<file path="src/rtl/mips_pkg.sv">
// mips_pkg: shared types and constants for the MIPS pipeline hazard logic.
//   state_e     - syscall drain/handshake FSM states.
//   FWD_*       - EX-stage forward-select encodings.
//   ex_fwd_sel  - EX forward select for one source operand (MEM beats WB).
package mips_pkg;

    typedef enum logic [1:0] {
        RUN   = 2'd0,
        DRAIN = 2'd1,
        REQ   = 2'd2,
        DONE  = 2'd3
    } state_e;

    localparam logic [1:0] FWD_NONE = 2'b00;
    localparam logic [1:0] FWD_WB   = 2'b01;
    localparam logic [1:0] FWD_MEM  = 2'b10;

    // Register $0 is hardwired to zero, so it never takes a forwarded value.
    function automatic logic [1:0] ex_fwd_sel(
        input logic [4:0] src,
        input logic [4:0] wregm,
        input logic       rwm,
        input logic [4:0] wregw,
        input logic       rww
    );
        if (src != 5'd0 && rwm && wregm == src)
            return FWD_MEM;
        else if (src != 5'd0 && rww && wregw == src)
            return FWD_WB;
        else
            return FWD_NONE;
    endfunction

endpackage

</file>
<file path="src/rtl/fwd_unit.sv">
// fwd_unit: combinational forwarding selects.
//   rse, rte           - EX source registers.
//   rsd, rtd           - ID source registers (branch comparator).
//   writeregm/w        - destination registers in MEM / WB.
//   regwritem/w        - write enables in MEM / WB.
//   forwardae/be       - EX operand selects (FWD_MEM / FWD_WB / FWD_NONE).
//   forwardad/bd       - ID comparator operand taken from the MEM ALU result.
module fwd_unit
    import mips_pkg::*;
(
    input  logic [4:0] rse,
    input  logic [4:0] rte,
    input  logic [4:0] rsd,
    input  logic [4:0] rtd,
    input  logic [4:0] writeregm,
    input  logic [4:0] writeregw,
    input  logic       regwritem,
    input  logic       regwritew,
    output logic [1:0] forwardae,
    output logic [1:0] forwardbe,
    output logic       forwardad,
    output logic       forwardbd
);

    assign forwardae = ex_fwd_sel(rse, writeregm, regwritem, writeregw, regwritew);
    assign forwardbe = ex_fwd_sel(rte, writeregm, regwritem, writeregw, regwritew);

    assign forwardad = (rsd != 5'd0) && regwritem && (writeregm == rsd);
    assign forwardbd = (rtd != 5'd0) && regwritem && (writeregm == rtd);

endmodule

</file>
<file path="src/rtl/hazard_ctrl.sv">
// hazard_ctrl: pipeline hazard controller for the five-stage MIPS core.
//   Inputs : ID/EX source registers, EX/MEM/WB destinations and write
//            enables, load flags, branchd, syscalle, syscall_ack.
//   Outputs: stallf/stalld (hold PC and IF/ID), flushe (bubble ID/EX),
//            forwarding selects, syscall_req (registered), busy.
// A syscall in EX is flushed, the pipeline is drained for DRAIN_CYCLES,
// then an external handler is engaged over a level req/ack handshake.
module hazard_ctrl
    import mips_pkg::*;
#(
    parameter int unsigned DRAIN_CYCLES = 2   // legal range 1..7
)(
    input  logic       clk,
    input  logic       reset,
    input  logic [4:0] rsd,
    input  logic [4:0] rtd,
    input  logic [4:0] rse,
    input  logic [4:0] rte,
    input  logic [4:0] writerege,
    input  logic [4:0] writeregm,
    input  logic [4:0] writeregw,
    input  logic       regwritee,
    input  logic       regwritem,
    input  logic       regwritew,
    input  logic       memtorege,
    input  logic       memtoregm,
    input  logic       branchd,
    input  logic       syscalle,
    input  logic       syscall_ack,
    output logic       stallf,
    output logic       stalld,
    output logic       flushe,
    output logic       forwardad,
    output logic       forwardbd,
    output logic [1:0] forwardae,
    output logic [1:0] forwardbe,
    output logic       syscall_req,
    output logic       busy
);

    state_e     state, state_nxt;
    logic [2:0] drain_cnt, drain_cnt_nxt;
    logic       req_nxt;
    logic       fsm_stall;
    logic       lwstall, brstall, stall;

    fwd_unit u_fwd (
        .rse       (rse),
        .rte       (rte),
        .rsd       (rsd),
        .rtd       (rtd),
        .writeregm (writeregm),
        .writeregw (writeregw),
        .regwritem (regwritem),
        .regwritew (regwritew),
        .forwardae (forwardae),
        .forwardbe (forwardbe),
        .forwardad (forwardad),
        .forwardbd (forwardbd)
    );

    // Load in EX feeding the instruction in ID.
    assign lwstall = memtorege && ((rte == rsd) || (rte == rtd));

    // Branch operands are compared in ID: wait for an ALU result still in
    // EX, or a load result still in MEM.
    assign brstall = branchd &&
                     ((regwritee && ((writerege == rsd) || (writerege == rtd))) ||
                      (memtoregm && ((writeregm == rsd) || (writeregm == rtd))));

    assign stall  = lwstall || brstall || fsm_stall;
    assign stallf = stall;
    assign stalld = stall;
    assign flushe = stall;
    assign busy   = (state != RUN);

    // NOTE: every always_comb output gets a default first, so no path can
    // leave a value unassigned and infer a latch.
    always_comb begin
        state_nxt     = state;
        drain_cnt_nxt = drain_cnt;
        req_nxt       = syscall_req;
        fsm_stall     = 1'b1;
        unique case (state)
            RUN: begin
                // Gated by reset so a syscall held during reset cannot stall.
                fsm_stall = syscalle && !reset;
                if (syscalle) begin
                    state_nxt     = DRAIN;
                    drain_cnt_nxt = 3'(DRAIN_CYCLES);
                end
            end
            DRAIN: begin
                drain_cnt_nxt = drain_cnt - 3'd1;
                if (drain_cnt == 3'd1) begin
                    state_nxt = REQ;
                    req_nxt   = 1'b1;
                end
            end
            REQ: begin
                if (syscall_ack) begin
                    state_nxt = DONE;
                    req_nxt   = 1'b0;
                end
            end
            DONE: begin
                // Handler holds ack until it sees req low; wait for it to drop.
                if (!syscall_ack)
                    state_nxt = RUN;
            end
            default: begin
                state_nxt = RUN;
                req_nxt   = 1'b0;
            end
        endcase
    end

    // NOTE: sequential state uses non-blocking assignments so every register
    // samples the pre-edge values, independent of statement order.
    always_ff @(posedge clk or posedge reset) begin
        if (reset) begin
            state       <= RUN;
            drain_cnt   <= 3'd0;
            syscall_req <= 1'b0;
        end else begin
            state       <= state_nxt;
            drain_cnt   <= drain_cnt_nxt;
            syscall_req <= req_nxt;
        end
    end

endmodule

</file>
<file path="config.mk">
export PLATFORM = sky130hd
export DESIGN_NAME = hazard_ctrl
export DESIGN_NICKNAME = d
export VERILOG_FILES = /design/src/rtl/mips_pkg.sv /design/src/rtl/fwd_unit.sv /design/src/rtl/hazard_ctrl.sv
export SDC_FILE = /design/constraint.sdc
export NUM_CORES = 1
export LEC_CHECK = 0
export BUFFER_PORTS_ARGS = -buffer_cell sky130_fd_sc_hd__clkbuf_2
export CAP_MARGIN = 10
export CORE_MARGIN = 10
export CORE_UTILIZATION = 25
export CTS_CLUSTER_DIAMETER = 30
export DETAILED_ROUTE_END_ITERATION = 6
export PLACE_DENSITY = 0.51
export SETUP_SLACK_MARGIN = 0.1
export SLEW_MARGIN = 25
export SYNTH_ARGS = -nofsm -noshare
export SYNTH_HDL_FRONTEND = slang
export SYNTH_SLANG_ARGS = --single-unit
</file>
<file path="constraint.sdc">
create_clock -name clk -period 2.5 [get_ports clk]
set_clock_uncertainty 0.2 [all_clocks]
set_input_delay 0.5 -clock clk [delete_from_list [all_inputs] [get_ports clk]]
set_output_delay 0.5 -clock clk [all_outputs]
set_load 0.02 [all_outputs]
</file>
==> metrics.md, run 1 <==
| Metric | Value |
|---|---|
| Outcome | finished, final reports clean |
| Std cell rows | 24 |
| CP Data Required Time | 1.80 ns |
| Starting density of the core | about 26% |
| Area delta synth->final | 61.0% |
| CP startpoint kind | input pin |
| IO Pins | 56 |
| Crit path DAT | about 1.7 ns |
| Area leader, netlist | xnor2_1 |
| Initial antenna violation count | 0 |
| Drt initial violations | 18 |
| LEAKAGE | around 0.00077 µW |
| Final RePlAce weighted congestion | slightly above 0.8 |
| TritonRoute pass-1 iters | 4 |
| Largest fanout on the critical path | 2 |
| Synth top area share | between 20 and 25% |
| Hold Crit Class | in -> async |
| FMAX | about 0.41 GHz |
| Fin crit share | 97.4% |
| Clk buf depth | 2 |
| Total CTS buffers | 3 |
| Clk root buf | clkbuf_8 |
| Most common cell after layout, fill and taps aside | clkbuf_2 |
| Die Ht | around 86 µm |
| Core Util, Final | around two fifths |
| Max-slew violations | 0 |
| Max Cap Viol | 0 |
| Fin nets | 258 |
| Clock slew at reported path FFs | 0.04 ns |
| Sum Neg Setup Slack | 0 ns |
| Post-Syn Area | approximately 0.0011 mm² |
| Setup CP Type | in -> out |
| Area contributors post-synth | xnor2_1 (23%), xor2_1 (18%), dfrtp_1 (14%), ha_1 (6.8%), nand4_1 (4.0%) |
| Mapped Nets | about 190 |
| Die area | around 0.0074 mm² |
| PortBufs | 55 |
| Crit path buf inv count | 2 |
| H-tree depth | 1 |
| Cell Chain, Critical Path | clkbuf_2 > or4_4 > nor2_4 > nor4_2 > nor4_4 > clkbuf_8 |
| Power density cells | between 500 and 600 mW/mm² |
| Post-Synthesis Mean Instance Area | about 8.1 µm² |
| Core box area | 0.00429 mm² |
| Ant diodes | 0 |
| CTS tree | yes |
| Final setup fails | 0 |
| Hold-fix buffers, CTS | 0 |
| Largest net degree at the start of global routing | 8 |
| Flops & latches, synth | 6 |
| Share of cells above drive strength 1 | slightly below 50% |
| Crit-path max cell delay | between 0.5 and 0.6 ns |
| Clk_lat worst skew | roughly 0.23 ns |
| First-pass GRT wire length | around 6.0 mm |
| Pin slew with the least headroom to its limit | 0.378 ns |
| Commonest cells after routing, fill and taps aside | clkbuf_2 (43), xnor2_1 (29), buf_4 (19), xor2_1 (17), nand2_1 (8) |
| CP max stage cell | or4_4 |
| Flop-to-flop setup slack | about 0.81 ns |
| WL final | about 3.7 mm |
| Routed wire per std cell | around 14 µm |
| Syn Inst Count | between 100 and 150 |
| Netlist cell types | 29 |
| Die W | around 86 µm |
| GRT Total Usage | about a tenth |
| Worst setup EP type | output port |
| Number of global-route vias before repair | 1316 |
| Clock sinks | 6 |
| RSZ-0062 raised after global routing | yes |
| Final Hold Viols | 0 |
| Remaining routing DRC violations | 0 |
| YS warnings | 0 |
| Vias per std cell | ~4.5 |
| DP HPWL | 3.11 mm |
| Relative slew slack | between 70% and 80% |
| RR Startpoint | state[0]$_DFFE_PP0P_ |
| Peak VDD IR | around 0.24 mV |
| Via count | 1159 |
| Cell family contributing the most delay on the critical path | simple AND/OR/NAND/NOR gates |
| Tmin final | 2.43 ns |
| Total grt overflow | 0 |
| Post-route ant nets | 0 |
| Worst reg-to-reg path cell count | 5 |
| Sequential share of the synthesized area | a little over an eighth |
| Worst reg2reg path endpoint | state[0]$_DFFE_PP0P_ |
tightest hold or removal path, cell delays in order:
cell and delay (ns):
clkbuf_2 0.08, inv_1 0.08, buf_4 0.16
how the worst max path moves through the flow:
stage	to	slack, ns	cells after the start	startpoint
floorplan	forwardbe[0]	0.05	5	rte[3]
finish	forwardae[0]	0.07	6	rse[0]
CTS	forwardae[0]	0.08	6	rse[0]
detailed placement	forwardbe[0]	0.06	6	rte[3]
global placement	forwardae[0]	0.07	6	rse[0]
global route	forwardae[0]	0.005	6	rse[0]
cells in the mapped netlist:
| cell | n |
|---|---|
| or4_4 | 1 |
| a31oi_1 | 1 |
| nor4_1 | 5 |
| nor2_1 | 3 |
| nand2b_1 | 1 |
| inv_1 | 8 |
| ha_1 | 6 |
| nand4_1 | 7 |
| a22o_1 | 1 |
| nand2_1 | 8 |
| dfrtp_1 | 6 |
| buf_6 | 1 |
| or4_1 | 3 |
| or3_1 | 1 |
| nor3_1 | 2 |
| nor4_2 | 2 |
| nand3_1 | 6 |
| o21ai_1 | 1 |
| xor2_1 | 22 |
| a32oi_1 | 1 |
| o32a_1 | 1 |
| o21ai_0 | 8 |
| xnor2_1 | 29 |
| nor2_4 | 1 |
| buf_4 | 2 |
| mux2i_1 | 1 |
| buf_2 | 4 |
| and3_1 | 1 |
| a21oi_1 | 3 |
kinds of logic after synthesis:
logic type / synth area share [%]
DFF: 13.7
AOI/OAI and AO/OA: 8.55
and+or+nand+nor: 22.3
xor gates and xnor gates: 40.7
buffers and inverters: 6.96
muxes: 0.912
adders and majority gates: 6.84
per-layer routing:
metal / vias to the layer above / share of wire, % / track usage [%]
met1: 518 / 43 / 11.3
met3: 2 / 8.4 / 4.13
met4: 0 / 0.38 / 2.21
met2: 41 / 48 / 16.7
met5: - / 0 / 0
li1: 598 / - / -
report_power, final:
group	internal, µW	switching, µW
sequential	141	29.6
clock	104	46.1
combinational	331	349
total	576	425
flip-flops by register name (all words and copies together) (netlist names):
register     flops
drain_cnt        3
state            2
syscall_req      1
repair_timing:
| item | in CTS | in global routing |
|---|---|---|
| resized for setup | 17 | 29 |
| buffers inserted | 3 | 4 |
| pin swaps | 2 | 15 |
| endpoints found under the setup margin | 5 | 6 |
metrics by stage:
| stage | hold slack (ns) | worst slack, ns | total power (µW) | cells | area (µm²) |
|---|---|---|---|---|---|
| after global placement | 0.269 | 0.0691 | 720 | 247 | 1520 |
| after global routing | 0.0776 | 0.00508 | 1110 | 257 | 1770 |
| after floorplan | 0.0993 | 0.0473 | 556 | 136 | 1150 |
| after detailed placement | 0.277 | 0.0624 | 722 | 247 | 1520 |
| after CTS | 0.0581 | 0.0810 | 967 | 253 | 1640 |
| final | 0.0548 | 0.0656 | 1000 | 257 | 1770 |
area by class of cell:
type | count | area [µm²]
Inverter | 8 | 30.0
Multi-Input combinational cell | 115 | 1010
Sequential cell | 6 | 150
Clock buffer | 3 | 41.3
Tap cell | 52 | 65.1
Timing Repair Buffer | 73 | 474
Fill cell | 437 | 2530
Note: power is estimated with default switching activity, not from simulation.
==> run 2: changes to the inputs <==
Settings changed: CORE_MARGIN 10 to default.
==> metrics.md, run 2 (synthesized netlist as in run 1, its figures left out) <==
| Metric | Value |
|---|---|
| Sum Neg Setup Slack | 0 ns |
| Hold Crit Class | in -> async |
| Pin slew with the least headroom to its limit | a little over 0.3 ns |
| Max-slew violations | 0 |
| Relative slew slack | 79.5% |
| First-pass GRT wire length | slightly above 5 mm |
| H-tree depth | 1 |
| Die W | about 68 µm |
| Final setup fails | 0 |
| Largest net degree at the start of global routing | 8 |
| Final Hold Viols | 0 |
| LEAKAGE | about 0.00075 µW |
| Tmin final | around 2.4 ns |
| Number of global-route vias before repair | between 1000 and 1500 |
| Post-route ant nets | 0 |
| DP HPWL | 2.66 mm |
| CP startpoint kind | input pin |
| FILL cells | 424 |
| Initial antenna violation count | 0 |
| Power density cells | roughly 590 mW/mm² |
| PortBufs | between 50 and 60 |
| Clk buf depth | 2 |
| Core box area | 0.00412 mm² |
| Clk root buf | clkbuf_8 |
| M1 GR Usage | between 10% and 20% |
| IO Pins | 56 |
| RSZ-0062 raised after global routing | yes |
| CP Data Required Time | 1.80 ns |
| Setup CP Type | in -> out |
| Total grt overflow | 0 |
| Ant diodes | 0 |
| Clock slew at reported path FFs | 0.04 ns |
| Clk_lat worst skew | 0.22 ns |
| Core Util, Final | approximately two fifths |
| Share of cells above drive strength 1 | 43.3% |
| CTS tree | yes |
| Max FFs per register | 3 |
| Vias per std cell | 4.54 |
| Most flops, register | drain_cnt |
| Met3 usage | ~2% |
| Die Ht | roughly 68 µm |
| Clock sinks | 6 |
| Area delta synth->final | 52.8% |
| Fin nets | roughly 260 |
| Starting density of the core | a little over a quarter |
| Outcome | finished, final reports clean |
| Fin crit share | a little over nine tenths |
| Max Cap Viol | 0 |
| Met2 Use GR | between 20% and 30% |
| Grt peak-use layer | met2 |
| Crit path DAT | ~1.7 ns |
| Total CTS buffers | 3 |
| Remaining routing DRC violations | 0 |
| Worst setup EP type | output port |
| Final worst slack | a little under 0.07 ns |
| Via count | ~1100 |
| Std cell rows | 23 |
| Peak VDD IR | between 0.2 and 0.3 mV |
| GRT Total Usage | ~14% |
| Setup WS pre-CTS | approximately 0.039 ns |
| Commonest cells after routing, fill and taps aside | clkbuf_2 (45), xnor2_1 (29), xor2_1 (22), buf_4 (18), nand2_1 (8) |
| Largest registers | drain_cnt: 3 flops, state: 2 flops, syscall_req: 1 flops |
| Routed wire per std cell | around 12 µm |
| Largest fanout on the critical path | 2 |
| TritonRoute pass-1 iters | 4 |
| FMAX | 0.411 GHz |
| Die area | 0.00466 mm² |
| Final RePlAce weighted congestion | a little over 0.7 |
| Most common cell after layout, fill and taps aside | clkbuf_2 |
| Drt initial violations | 15 |
| WL final | around 3.2 mm |
-- run 2: cell count changes in the layout (fill, tap and decap cells not counted), moves of 2 or more --
cell / before / now
nor4_1: 1 / 3
clkbuf_4: 3 / 0
nor4_2: 3 / 0
xor2_2: 5 / 0
clkbuf_2: 43 / 45
xor2_1: 17 / 22
-- run 2: power by group --
part           switching [µW]  leakage, µW  internal, µW
Combinational             343     0.000656           326
Sequential               29.7    0.0000688           141
Clock                    42.1    0.0000216           103
-- run 2: metrics by stage --
stage          area (µm²)  power [µW]  instances  hold slack (ns)
3_5_place_dp         1510         717        244            0.301
2_1_floorplan        1150         556        136           0.0993
4_1_cts              1630         930        251           0.0876
5_1_grt              1680        1070        253            0.115
3_3_place_gp         1510         714        244            0.280
6_report             1680         986        253           0.0830
-- run 2: critical path, stage by stage --
cell and delay [ns]:
buf_6 0.09, or4_4 0.53, nor2_4 0.13, nor4_4 0.06
nor4_4 0.22, clkbuf_8 0.19
-- run 2: cell type report --
cell class / count / area, µm² / area share, %
multi-input cells: 115 / 951 / 56.7
repair buffers: 71 / 442 / 26.3
flip-flops and latches: 6 / 150 / 8.96
well taps: 50 / 62.6 / 3.73
clock buffers: 3 / 41.3 / 2.46
inverters: 8 / 30.0 / 1.79
-- run 2: path summary, 6_finish.rpt --
path	end	startpoint	slack (ns)	cells past startpoint
max	forwardbe[0]	rte[3]	0.07	6
min	syscall_req$_DFFE_PP0P_	reset	0.08	3
max reg2reg	state[0]$_DFFE_PP0P_	state[1]$_DFFE_PP0P_	0.73	6
min reg2reg	syscall_req$_DFFE_PP0P_	syscall_req$_DFFE_PP0P_	0.31	2
max in group asynchronous	drain_cnt[1]$_DFFE_PP0P_	reset	1.90	3
min in group clk	syscall_req$_DFFE_PP0P_	syscall_req$_DFFE_PP0P_	0.31	2
-- run 2: per-layer routing --
layer,wire [µm],share of wire (%),vias up
li1,-,-,605
met1,1400,44,507
met2,1600,51,37
met3,156,4.9,0
met4,0,0,0
met5,0,0,-
-- run 2: what timing repair did --
action / 4_1_cts / 5_1_grt
endpoints found under the setup margin: 5 / 6
buffers inserted: 4 / 2
hold buffers: 0 / 0
pin swaps: 2 / 4
endpoints found under the hold margin: 0 / 0
gates resized for setup: 14 / 16
==> run 3: changes to the inputs <==
Settings changed: CORE_ASPECT_RATIO from default to 2, CORE_MARGIN from default to 3.
==> metrics.md, run 3 (synthesized netlist as in run 1, its figures left out) <==
| Metric | Value |
|---|---|
| TritonRoute pass-1 iters | 2 |
| Tmin final | between 2 and 2.5 ns |
| M1 GR Usage | between 10% and 20% |
| Final Hold Viols | 0 |
| Most flops, register | drain_cnt |
| Worst setup EP type | output port |
| PortBufs | 55 |
| Flop-to-flop setup slack | 0.76 ns |
| Largest fanout on the critical path | 2 |
| H-tree depth | 1 |
| Vias per std cell | just under 5 |
| Post-route cell area | 0.00179 mm² |
| Most common cell after layout, fill and taps aside | clkbuf_2 |
| Commonest cells after routing, fill and taps aside | clkbuf_2 (38), xnor2_1 (29), buf_4 (22), xor2_1 (20), buf_6 (10) |
| Share of cells above drive strength 1 | 46.6% |
| FILL cells | roughly 440 |
| Post-route ant nets | 0 |
| Crit-path max cell delay | approximately 0.53 ns |
| LEAKAGE | between 0.0007 and 0.0008 µW |
| Area delta synth->final | 63.5% |
| WL final | about 3.8 mm |
| Setup CP Type | in -> out |
| Number of global-route vias before repair | about 1400 |
| Placed inst area | between 0.0015 and 0.002 mm² |
| Met2 Use GR | a little under a third |
| Grt peak-use layer | met2 |
| Clk_lat worst skew | 0.23 ns |
| Clock slew at reported path FFs | 0.04 ns |
| Largest net degree at the start of global routing | 8 |
| Starting density of the core | a little over a quarter |
| CTS tree | yes |
| Met3 usage | 2.55% |
| Pin slew with the least headroom to its limit | approximately 0.32 ns |
| Hold-fix buffers, CTS | 0 |
| Remaining routing DRC violations | 0 |
| Total grt overflow | 0 |
| First-pass GRT wire length | between 6 and 7 mm |
| Via count | approximately 1300 |
| Routed wire per std cell | 14.7 µm |
| FMAX | between 0.4 and 0.5 GHz |
| Max-slew violations | 0 |
| Max Cap Viol | 0 |
| Hold WS | between 0.08 and 0.09 ns |
| Die W | around 53 µm |
| Design Power | around 1000 µW |
| Relative slew slack | approximately 78% |
| Register Area | ~150 µm² |
| Initial antenna violation count | 0 |
| Outcome | finished, final reports clean |
| Final RePlAce weighted congestion | ~0.87 |
| DP HPWL | 3.33 mm |
| Final setup fails | 0 |
| Max FFs per register | 3 |
| Sum Neg Setup Slack | 0 ns |
| Core Util, Final | roughly 43% |
| Peak VDD IR | roughly 0.30 mV |
| Die Ht | about 100 µm |
| CP startpoint kind | input pin |
| Drt initial violations | 10 |
| Fin crit share | 97.4% |
| Die area | roughly 0.0053 mm² |
| Clock sinks | 6 |
| Fin nets | ~260 |
| Ant diodes | 0 |
| Worst reg2reg path endpoint | state[0]$_DFFE_PP0P_ |
| RR Startpoint | state[1]$_DFFE_PP0P_ |
| Largest registers | drain_cnt: 3 flops, state: 2 flops, syscall_req: 1 flops |
| CP max stage cell | or4_4 |
| GRT Total Usage | between 15 and 20% |
| Multi-input logic area | slightly below 0.001 mm² |
| Power density cells | about 550 mW/mm² |
| Clk buf depth | 2 |
| Core box area | 0.00417 mm² |
| Cell Chain, Critical Path | buf_6 > or4_4 > nor2_4 > nor4_4 > nor4_4 > clkbuf_8 |
| Crit path DAT | about 1.7 ns |
| Std cell rows | 33 |
| Worst reg-to-reg path cell count | 6 |
| Most frequent CP cell | nor4_4 |
| CP Data Required Time | around 1.8 ns |
| Total CTS buffers | 3 |
| Hold Crit Class | in -> async |
| Clk root buf | clkbuf_8 |
| IO Pins | between 50 and 60 |
| RSZ-0062 raised after global routing | yes |
## run 3: changes by cell type in the layout (fill, tap and decap cells not counted), moves of 2 or more
| cell | change |
|---|---|
| buf_2 | -3 |
| buf_4 | +4 |
| buf_6 | +8 |
| clkbuf_2 | -7 |
| clkbuf_4 | +2 |
| xor2_1 | -2 |
| xor2_2 | +2 |
## run 3: where the power goes
part / switching (µW) / internal (µW) / total [µW]
Combinational: 343 / 327 / 670
Sequential: 32.1 / 141 / 173
Clock: 45.3 / 104 / 149
Total: 421 / 572 / 993
## run 3: metrics by stage
| stage | instances | worst slack, ns |
|---|---|---|
| after global placement | 247 | 0.0409 |
| final | 260 | 0.0640 |
| after global routing | 260 | -0.00678 |
| after floorplan | 136 | 0.0473 |
| after CTS | 256 | 0.0588 |
| after detailed placement | 247 | 0.0316 |
## run 3: critical path, delay by kind of cell
kind	cells	cell delay (ns)
simple gates	4	0.95
buf+inv	2	0.28
## run 3: worst max-delay path by stage
| stage | depth (start not counted) | from | to |
|---|---|---|---|
| after floorplan | 5 | rte[3] | forwardbe[0] |
| after global placement | 6 | rte[3] | forwardbe[0] |
| after detailed placement | 6 | rte[3] | forwardbe[0] |
| after CTS | 6 | rte[3] | forwardbe[0] |
| after global routing | 6 | rse[0] | forwardae[0] |
| final | 6 | rse[0] | forwardae[0] |
## run 3: cell type report
type,count,share of cell area [%]
multi-input combinational,115,53.8
timing repair buffer,76,30.2
sequential,6,8.37
tap,52,3.63
clock buffer,3,2.30
inverter,8,1.67
## run 3: per-layer routing
layer | wire (µm) | share of wire [%]
met5 | 0 | 0
met4 | 118 | 3.1
met3 | 259 | 6.8
met2 | 2240 | 59
met1 | 1190 | 31
## run 3: what timing repair did
item                       4_1_cts  5_1_grt
setup endpoints to repair        6        7
resized for setup               17       43
hold endpoints to repair         0        0
pin swaps                        3       13
buffers inserted                 6        4
